--- src/rtl/hazard_stall_unit_if.sv ---
// Bundle between the pipeline control and the hazard/stall unit: register
// addresses and pipeline status in, stall/bubble/flush/freeze controls out.
interface hazard_stall_unit_if #(
  parameter int AddrBits = 3,
  parameter int CntBits  = 16
);
  logic [AddrBits-1:0] IF_ID_Rs;
  logic [AddrBits-1:0] IF_ID_Rt;
  logic                IF_ID_UsesRt;
  logic [AddrBits-1:0] ID_EX_Rt;
  logic                ID_EX_MemRead;
  logic                Branch_Taken;
  logic                Mem_Busy;
  logic                Stall;
  logic                ID_EX_Bubble;
  logic                IF_ID_Flush;
  logic                Freeze;
  logic                Mem_Error;
  logic [CntBits-1:0]  Stall_Count;

  modport master (
    output IF_ID_Rs, IF_ID_Rt, IF_ID_UsesRt, ID_EX_Rt, ID_EX_MemRead,
           Branch_Taken, Mem_Busy,
    input  Stall, ID_EX_Bubble, IF_ID_Flush, Freeze, Mem_Error, Stall_Count
  );

  modport slave (
    input  IF_ID_Rs, IF_ID_Rt, IF_ID_UsesRt, ID_EX_Rt, ID_EX_MemRead,
           Branch_Taken, Mem_Busy,
    output Stall, ID_EX_Bubble, IF_ID_Flush, Freeze, Mem_Error, Stall_Count
  );
endinterface

--- src/rtl/hazard_stall_unit.sv ---
// Load-use hazard detector with multi-cycle stalls, memory-busy freeze with
// sticky timeout error, branch-flush priority and a saturating stall counter.
module hazard_stall_unit #(
  parameter int AddrBits        = 3,
  parameter int LoadStallCycles = 1,
  parameter int ZeroRegFixed    = 1,
  parameter int MemTimeout      = 64,
  parameter int CntBits         = 16
) (
  input  logic               Clk,
  input  logic               Reset_n,
  hazard_stall_unit_if.slave bus
);

  localparam int TmrBits = $clog2(MemTimeout + 1);
  localparam logic [3:0]         LoadReload = 4'(LoadStallCycles - 1);
  localparam logic [TmrBits-1:0] TmrLimit   = TmrBits'(MemTimeout);

  typedef enum logic [0:0] {
    RUN        = 1'b0,
    LOAD_STALL = 1'b1
  } state_e;

  state_e             state_q, state_d;
  logic [3:0]         cnt_q, cnt_d;
  logic [TmrBits-1:0] busy_tmr_q, busy_tmr_d;
  logic               mem_error_q, mem_error_d;
  logic [CntBits-1:0] stall_count_q, stall_count_d;

  logic hazard;
  logic rs_match;
  logic rt_match;
  logic zero_dst;
  logic stall;
  logic bubble;
  logic flush;
  logic freeze;

  function automatic logic [CntBits-1:0] sat_inc_cnt(input logic [CntBits-1:0] v);
    return (&v) ? v : v + 1'b1;
  endfunction

  function automatic logic [TmrBits-1:0] sat_inc_tmr(input logic [TmrBits-1:0] v);
    return (v == TmrLimit) ? v : v + 1'b1;
  endfunction

  always_comb begin
    rs_match = (bus.IF_ID_Rs == bus.ID_EX_Rt);
    rt_match = bus.IF_ID_UsesRt && (bus.IF_ID_Rt == bus.ID_EX_Rt);
    zero_dst = (ZeroRegFixed != 0) && (bus.ID_EX_Rt == '0);
    hazard   = bus.ID_EX_MemRead && (rs_match || rt_match) && !zero_dst;
  end

  // Freeze dominates everything; a taken branch dominates any load stall.
  always_comb begin
    state_d       = state_q;
    cnt_d         = cnt_q;
    busy_tmr_d    = '0;
    mem_error_d   = mem_error_q;
    stall_count_d = stall_count_q;
    stall         = 1'b0;
    bubble        = 1'b0;
    flush         = 1'b0;
    freeze        = 1'b0;

    if (bus.Mem_Busy) begin
      freeze     = 1'b1;
      busy_tmr_d = sat_inc_tmr(busy_tmr_q);
      if (busy_tmr_d == TmrLimit) begin
        mem_error_d = 1'b1;
      end
    end else if (bus.Branch_Taken) begin
      flush   = 1'b1;
      bubble  = 1'b1;
      state_d = RUN;
      cnt_d   = '0;
    end else begin
      case (state_q)
        RUN: begin
          if (hazard) begin
            stall  = 1'b1;
            bubble = 1'b1;
            if (LoadStallCycles > 1) begin
              state_d = LOAD_STALL;
              cnt_d   = LoadReload;
            end
          end
        end
        LOAD_STALL: begin
          stall  = 1'b1;
          bubble = 1'b1;
          if (cnt_q <= 4'd1) begin
            state_d = RUN;
            cnt_d   = '0;
          end else begin
            cnt_d = cnt_q - 4'd1;
          end
        end
        default: begin
          state_d = RUN;
          cnt_d   = '0;
        end
      endcase
    end

    if (stall) begin
      stall_count_d = sat_inc_cnt(stall_count_q);
    end
  end

  always_ff @(posedge Clk) begin
    if (!Reset_n) begin
      state_q       <= RUN;
      cnt_q         <= '0;
      busy_tmr_q    <= '0;
      mem_error_q   <= 1'b0;
      stall_count_q <= '0;
    end else begin
      state_q       <= state_d;
      cnt_q         <= cnt_d;
      busy_tmr_q    <= busy_tmr_d;
      mem_error_q   <= mem_error_d;
      stall_count_q <= stall_count_d;
    end
  end

  // Single-bit controls are held low for as long as reset is asserted.
  assign bus.Stall        = stall  & Reset_n;
  assign bus.ID_EX_Bubble = bubble & Reset_n;
  assign bus.IF_ID_Flush  = flush  & Reset_n;
  assign bus.Freeze       = freeze & Reset_n;
  assign bus.Mem_Error    = mem_error_q & Reset_n;
  assign bus.Stall_Count  = stall_count_q;

endmodule

--- src/flat_wrapper.sv ---
// flat-port wrapper written by rule: the top's interface ports become plain ports
module hazard_stall_unit_flat 
#(
  parameter int AddrBits        = 3,
  parameter int LoadStallCycles = 1,
  parameter int ZeroRegFixed    = 1,
  parameter int MemTimeout      = 64,
  parameter int CntBits         = 16
)
  (Clk, Reset_n, bus_IF_ID_Rs, bus_IF_ID_Rt, bus_IF_ID_UsesRt, bus_ID_EX_Rt, bus_ID_EX_MemRead, bus_Branch_Taken, bus_Mem_Busy, bus_Stall, bus_ID_EX_Bubble, bus_IF_ID_Flush, bus_Freeze, bus_Mem_Error, bus_Stall_Count);
  hazard_stall_unit_if #(.AddrBits(AddrBits), .CntBits(CntBits)) bus_i ();
  input  logic Clk;
  input  logic Reset_n;
  input wire logic [$bits(bus_i.IF_ID_Rs)-1:0] bus_IF_ID_Rs;
  input wire logic [$bits(bus_i.IF_ID_Rt)-1:0] bus_IF_ID_Rt;
  input wire logic [$bits(bus_i.IF_ID_UsesRt)-1:0] bus_IF_ID_UsesRt;
  input wire logic [$bits(bus_i.ID_EX_Rt)-1:0] bus_ID_EX_Rt;
  input wire logic [$bits(bus_i.ID_EX_MemRead)-1:0] bus_ID_EX_MemRead;
  input wire logic [$bits(bus_i.Branch_Taken)-1:0] bus_Branch_Taken;
  input wire logic [$bits(bus_i.Mem_Busy)-1:0] bus_Mem_Busy;
  output wire logic [$bits(bus_i.Stall)-1:0] bus_Stall;
  output wire logic [$bits(bus_i.ID_EX_Bubble)-1:0] bus_ID_EX_Bubble;
  output wire logic [$bits(bus_i.IF_ID_Flush)-1:0] bus_IF_ID_Flush;
  output wire logic [$bits(bus_i.Freeze)-1:0] bus_Freeze;
  output wire logic [$bits(bus_i.Mem_Error)-1:0] bus_Mem_Error;
  output wire logic [$bits(bus_i.Stall_Count)-1:0] bus_Stall_Count;
  assign bus_i.IF_ID_Rs = bus_IF_ID_Rs;
  assign bus_i.IF_ID_Rt = bus_IF_ID_Rt;
  assign bus_i.IF_ID_UsesRt = bus_IF_ID_UsesRt;
  assign bus_i.ID_EX_Rt = bus_ID_EX_Rt;
  assign bus_i.ID_EX_MemRead = bus_ID_EX_MemRead;
  assign bus_i.Branch_Taken = bus_Branch_Taken;
  assign bus_i.Mem_Busy = bus_Mem_Busy;
  assign bus_Stall = bus_i.Stall;
  assign bus_ID_EX_Bubble = bus_i.ID_EX_Bubble;
  assign bus_IF_ID_Flush = bus_i.IF_ID_Flush;
  assign bus_Freeze = bus_i.Freeze;
  assign bus_Mem_Error = bus_i.Mem_Error;
  assign bus_Stall_Count = bus_i.Stall_Count;
  hazard_stall_unit #(.AddrBits(AddrBits), .LoadStallCycles(LoadStallCycles), .ZeroRegFixed(ZeroRegFixed), .MemTimeout(MemTimeout), .CntBits(CntBits)) u_core (.Clk(Clk), .Reset_n(Reset_n), .bus(bus_i));
endmodule
--- config.mk ---
export PLATFORM = sky130hd
export DESIGN_NAME = hazard_stall_unit_flat
export DESIGN_NICKNAME = d
export VERILOG_FILES = /design/src/rtl/hazard_stall_unit_if.sv /design/src/rtl/hazard_stall_unit.sv /design/src/flat_wrapper.sv
export SDC_FILE = /design/constraint.sdc
export NUM_CORES = 1
export LEC_CHECK = 0
export ABC_AREA = 1
export CAP_MARGIN = 30
export CORE_MARGIN = 4
export CORE_UTILIZATION = 47
export DETAILED_ROUTE_END_ITERATION = 8
export PLACE_DENSITY = 0.84
export SYNTH_ARGS = -nofsm -noshare
export SYNTH_HDL_FRONTEND = slang
export SYNTH_SLANG_ARGS = --single-unit
--- constraint.sdc ---
create_clock -name Clk -period 1.42 [get_ports Clk]
set_input_delay 0.355 -clock Clk [delete_from_list [all_inputs] [get_ports Clk]]
set_output_delay 0.355 -clock Clk [all_outputs]
set_load 0.01 [all_outputs]
==> impl_metrics.json <==
{
  "power.share.sequential_pct": 43.4,
  "root_buffer": "clkbuf_8",
  "gp_congestion": 0.792,
  "syn_area_sq_um": 1940,
  "fmax_mhz": 596,
  "dr.first_iter.drc_count": 113,
  "hold_path.class": "flip-flop to flip-flop",
  "rsz0062_at_grt": "true",
  "cap_violations": 0,
  "syn_avg_cell_area_sq_um": 6.30,
  "setup_ws_ns": -0.256,
  "cts-hold-fix-buffers": 0,
  "cp-start-kind": "input pin",
  "p_clk_share_pct": 39.9,
  "cts.path.max_buffers": 2,
  "drv_slew": 0,
  "syn_nets": 328,
  "routed_wl_mm": 5.45,
  "vias": 2167,
  "grtUsageMet2_pct": 34.2,
  "busiest_layer": "met2",
  "synth_top_area_share_pct": 29.9,
  "portBuffers": 35,
  "diodes": 0,
  "coreArea_sq_um": 4000,
  "clkTransAtPathRegs_ns": 0.06,
  "drc": 0,
  "areaGrowthSynthToFinish_pct": 52.3,
  "dr.pass1.iters": 4,
  "required_ns": 1.07,
  "power.switching_w": 0.000501,
  "p_per_area_nw_per_um2": 650,
  "setup.worst_path.class": "input pin to output port",
  "fillers": 280,
  "synthCells": 308,
  "cp-startpoint": "bus_ID_EX_Rt[2]",
  "crit_slowest_cell": "xnor2_1",
  "ys_warn_count": 0,
  "dieHeight_um": 72.3,
  "synth-seq-area-share_pct": 29.9,
  "worst_pin_slew_ns": 0.301,
  "dpl.hpwl_mm": 3.48,
  "grt_use_total_pct": 19.0,
  "ir_drop_mv": 0.528,
  "timing.final.crit_share_pct": 118,
  "hold_violations": 0,
  "synth_area_leaders": "dfxtp_1 (30%), nand2_1 (16%), inv_1 (11%), nor2_1 (9.1%), nand3_1 (5.4%)",
  "cp.arrival_ns": 1.32,
  "grt_pass1_wl_mm": 7.87,
  "ys_ff_latch": 29,
  "setup_tns_ns": -0.735,
  "power_leakage_nw": 1.45,
  "cts.htree.levels": 2,
  "rows": 23,
  "crit_path_max_fanout": 3,
  "slowest_delay_ns": 0.17,
  "p_comb_share_pct": 16.7,
  "num_io_pins": 36,
  "r2r_end": "u_core.bus.Stall_Count[6]$_SDFFE_PN0P_",
  "slew_headroom_pct": 79.9,
  "tritoncts": "done",
  "grt_pass1_vias": 1966,
  "cts_inserted_buffers": 5,
  "final_cell_mix": "nand2_1 (68), inv_1 (49), nor2_1 (42)",
  "viasPerCell": 4.99,
  "violations": "setup timing",
  "use_met1_pct": 20.5,
  "r2r_start": "u_core.bus.Stall_Count[6]$_SDFFE_PN0P_",
  "period_needed_ns": 1.68,
  "skew_ns": 0.00445,
  "initial_core_util_pct": 48.5,
  "routedWlPerCell_um": 12.6,
  "endpoint_kind": "output port",
  "yosysTopAreaCell": "dfxtp_1",
  "insertion_delay_ns": 0.29,
  "grt_max_degree": 28,
  "die-area_sq_um": 5220,
  "r2r_slack_ns": -0.07,
  "crit_chain": "buf_12 > xnor2_1 > nand3_1 > nand2_1 > nand2_2 > nand2_2 > buf_6 > nand2_4 > nor2_4 > buf_6",
  "drive_above_1_share_pct": 34.4,
  "p_sw_share_pct": 26.1,
  "die_width_um": 72.3,
  "grt_use_met3_pct": 5.54,
  "synth.distinct_cells": 32,
  "antenna_found_initial": 0,
  "setup_viol": 17,
  "p_int_w": 0.00142,
  "preCtsSetupSlack_ns": -1.16,
  "ant_nets": 0,
  "nets": 403,
  "r2r_cells": 9,
  "overflow": 0,
  "crit_end": "bus_Stall",
  "cts_sinks": 29,
  "layout_commonest_cell": "nand2_1",
  "status": "finished, violations left"
}
-- cell families (layout without fill, tap and decap cells) --
group | after synthesis | count (layout) | synth area share [%]
compound gates | 11 | 11 | 3.61
simple gates | 187 | 188 | 45.1
buf+inv | 68 | 143 | 14.5
flops | 29 | 29 | 29.9
xor+xnor | 8 | 8 | 3.61
fa+ha+maj | 5 | 5 | 3.22
-- worst max-delay path: cells and delay by family --
| kind | cells | cell delay, ns |
|---|---|---|
| simple gates | 6 | 0.48 |
| buf+inv | 3 | 0.32 |
| xor+xnor | 1 | 0.17 |
-- final cells by class --
cell class | count | area, sq um | area share [%]
clock buffer | 7 | 96.3 | 3.26
clock inverter | 1 | 5.00 | 0.169
inverter | 61 | 264 | 8.93
multi-input combinational | 212 | 1240 | 42.0
sequential | 29 | 591 | 20.0
tap | 50 | 62.6 | 2.12
timing repair buffer | 74 | 697 | 23.6
-- power by group through the flow --
stage | Combinational [W] | Sequential [W] | Clock (W)
after detailed placement | 0.000263 | 0.000851 | 0
after CTS | 0.000262 | 0.000833 | 0.000789
after floorplan | 0.000133 | 0.000851 | 0
after global placement | 0.000256 | 0.000850 | 0
after global routing | 0.000349 | 0.000835 | 0.000818
final | 0.000321 | 0.000834 | 0.000767
-- worst min path at each step --
stage,startpoint,endpoint,cells past startpoint
after floorplan,u_core.mem_error_q$_SDFFE_PN0P_,u_core.mem_error_q$_SDFFE_PN0P_,2
after global placement,u_core.mem_error_q$_SDFFE_PN0P_,u_core.mem_error_q$_SDFFE_PN0P_,2
after detailed placement,u_core.mem_error_q$_SDFFE_PN0P_,u_core.mem_error_q$_SDFFE_PN0P_,2
after CTS,u_core.mem_error_q$_SDFFE_PN0P_,u_core.mem_error_q$_SDFFE_PN0P_,2
after global routing,u_core.mem_error_q$_SDFFE_PN0P_,u_core.mem_error_q$_SDFFE_PN0P_,2
final,u_core.mem_error_q$_SDFFE_PN0P_,u_core.mem_error_q$_SDFFE_PN0P_,2
-- flip-flops by register name, indices dropped and copies added (netlist names) --
register,cells
u_core.state_q,1
u_core.cnt_q,4
u_core.busy_tmr_q,7
u_core.mem_error_q,1
u_core.bus.Stall_Count,16
-- synth_stat cells --
library cell,instances
a211oi_1,1
a21oi_1,4
a21oi_2,1
a31oi_1,1
buf_2,3
buf_4,1
buf_6,1
buf_8,1
clkbuf_1,1
dfxtp_1,29
ha_1,5
inv_1,58
inv_2,3
nand2_1,82
nand2_2,2
nand3_1,21
nand3_2,2
nand3_4,1
nand3b_1,2
nand4_1,16
nand4_4,1
nor2_1,47
nor2_2,2
nor2_4,4
nor3_1,4
nor3_2,1
o211ai_2,1
o21ai_0,3
or2_1,1
or2_2,1
xnor2_1,2
xor2_1,6
-- stage by stage --
stage,area (sq um),power [W],utilization [%],hold slack [ns],std cells
2_1_floorplan,2000,0.000984,-,0.417,308
3_3_place_gp,2620,0.00111,65.4,0.428,419
3_5_place_dp,2620,0.00111,65.4,0.442,419
4_1_cts,2710,0.00188,67.8,0.457,428
5_1_grt,2960,0.00200,73.9,0.469,434
6_report,2960,0.00192,73.9,0.445,434
-- repair_timing --
| item | CTS | global route |
|---|---|---|
| gates cloned | 0 | 3 |
| setup buffers | 2 | 4 |
| endpoints found under the hold margin | 0 | 0 |
| endpoints found under the setup margin | 39 | 24 |
| pin swaps | 15 | 29 |
| gates resized for setup | 88 | 65 |
-- routing by layer --
layer | wire (um) | vias up
li1 | - | 1097
met1 | 2210 | 1001
met2 | 2850 | 56
met3 | 274 | 13
met4 | 113 | 0
met5 | 0 | -
(Power assumes the default switching activity.)
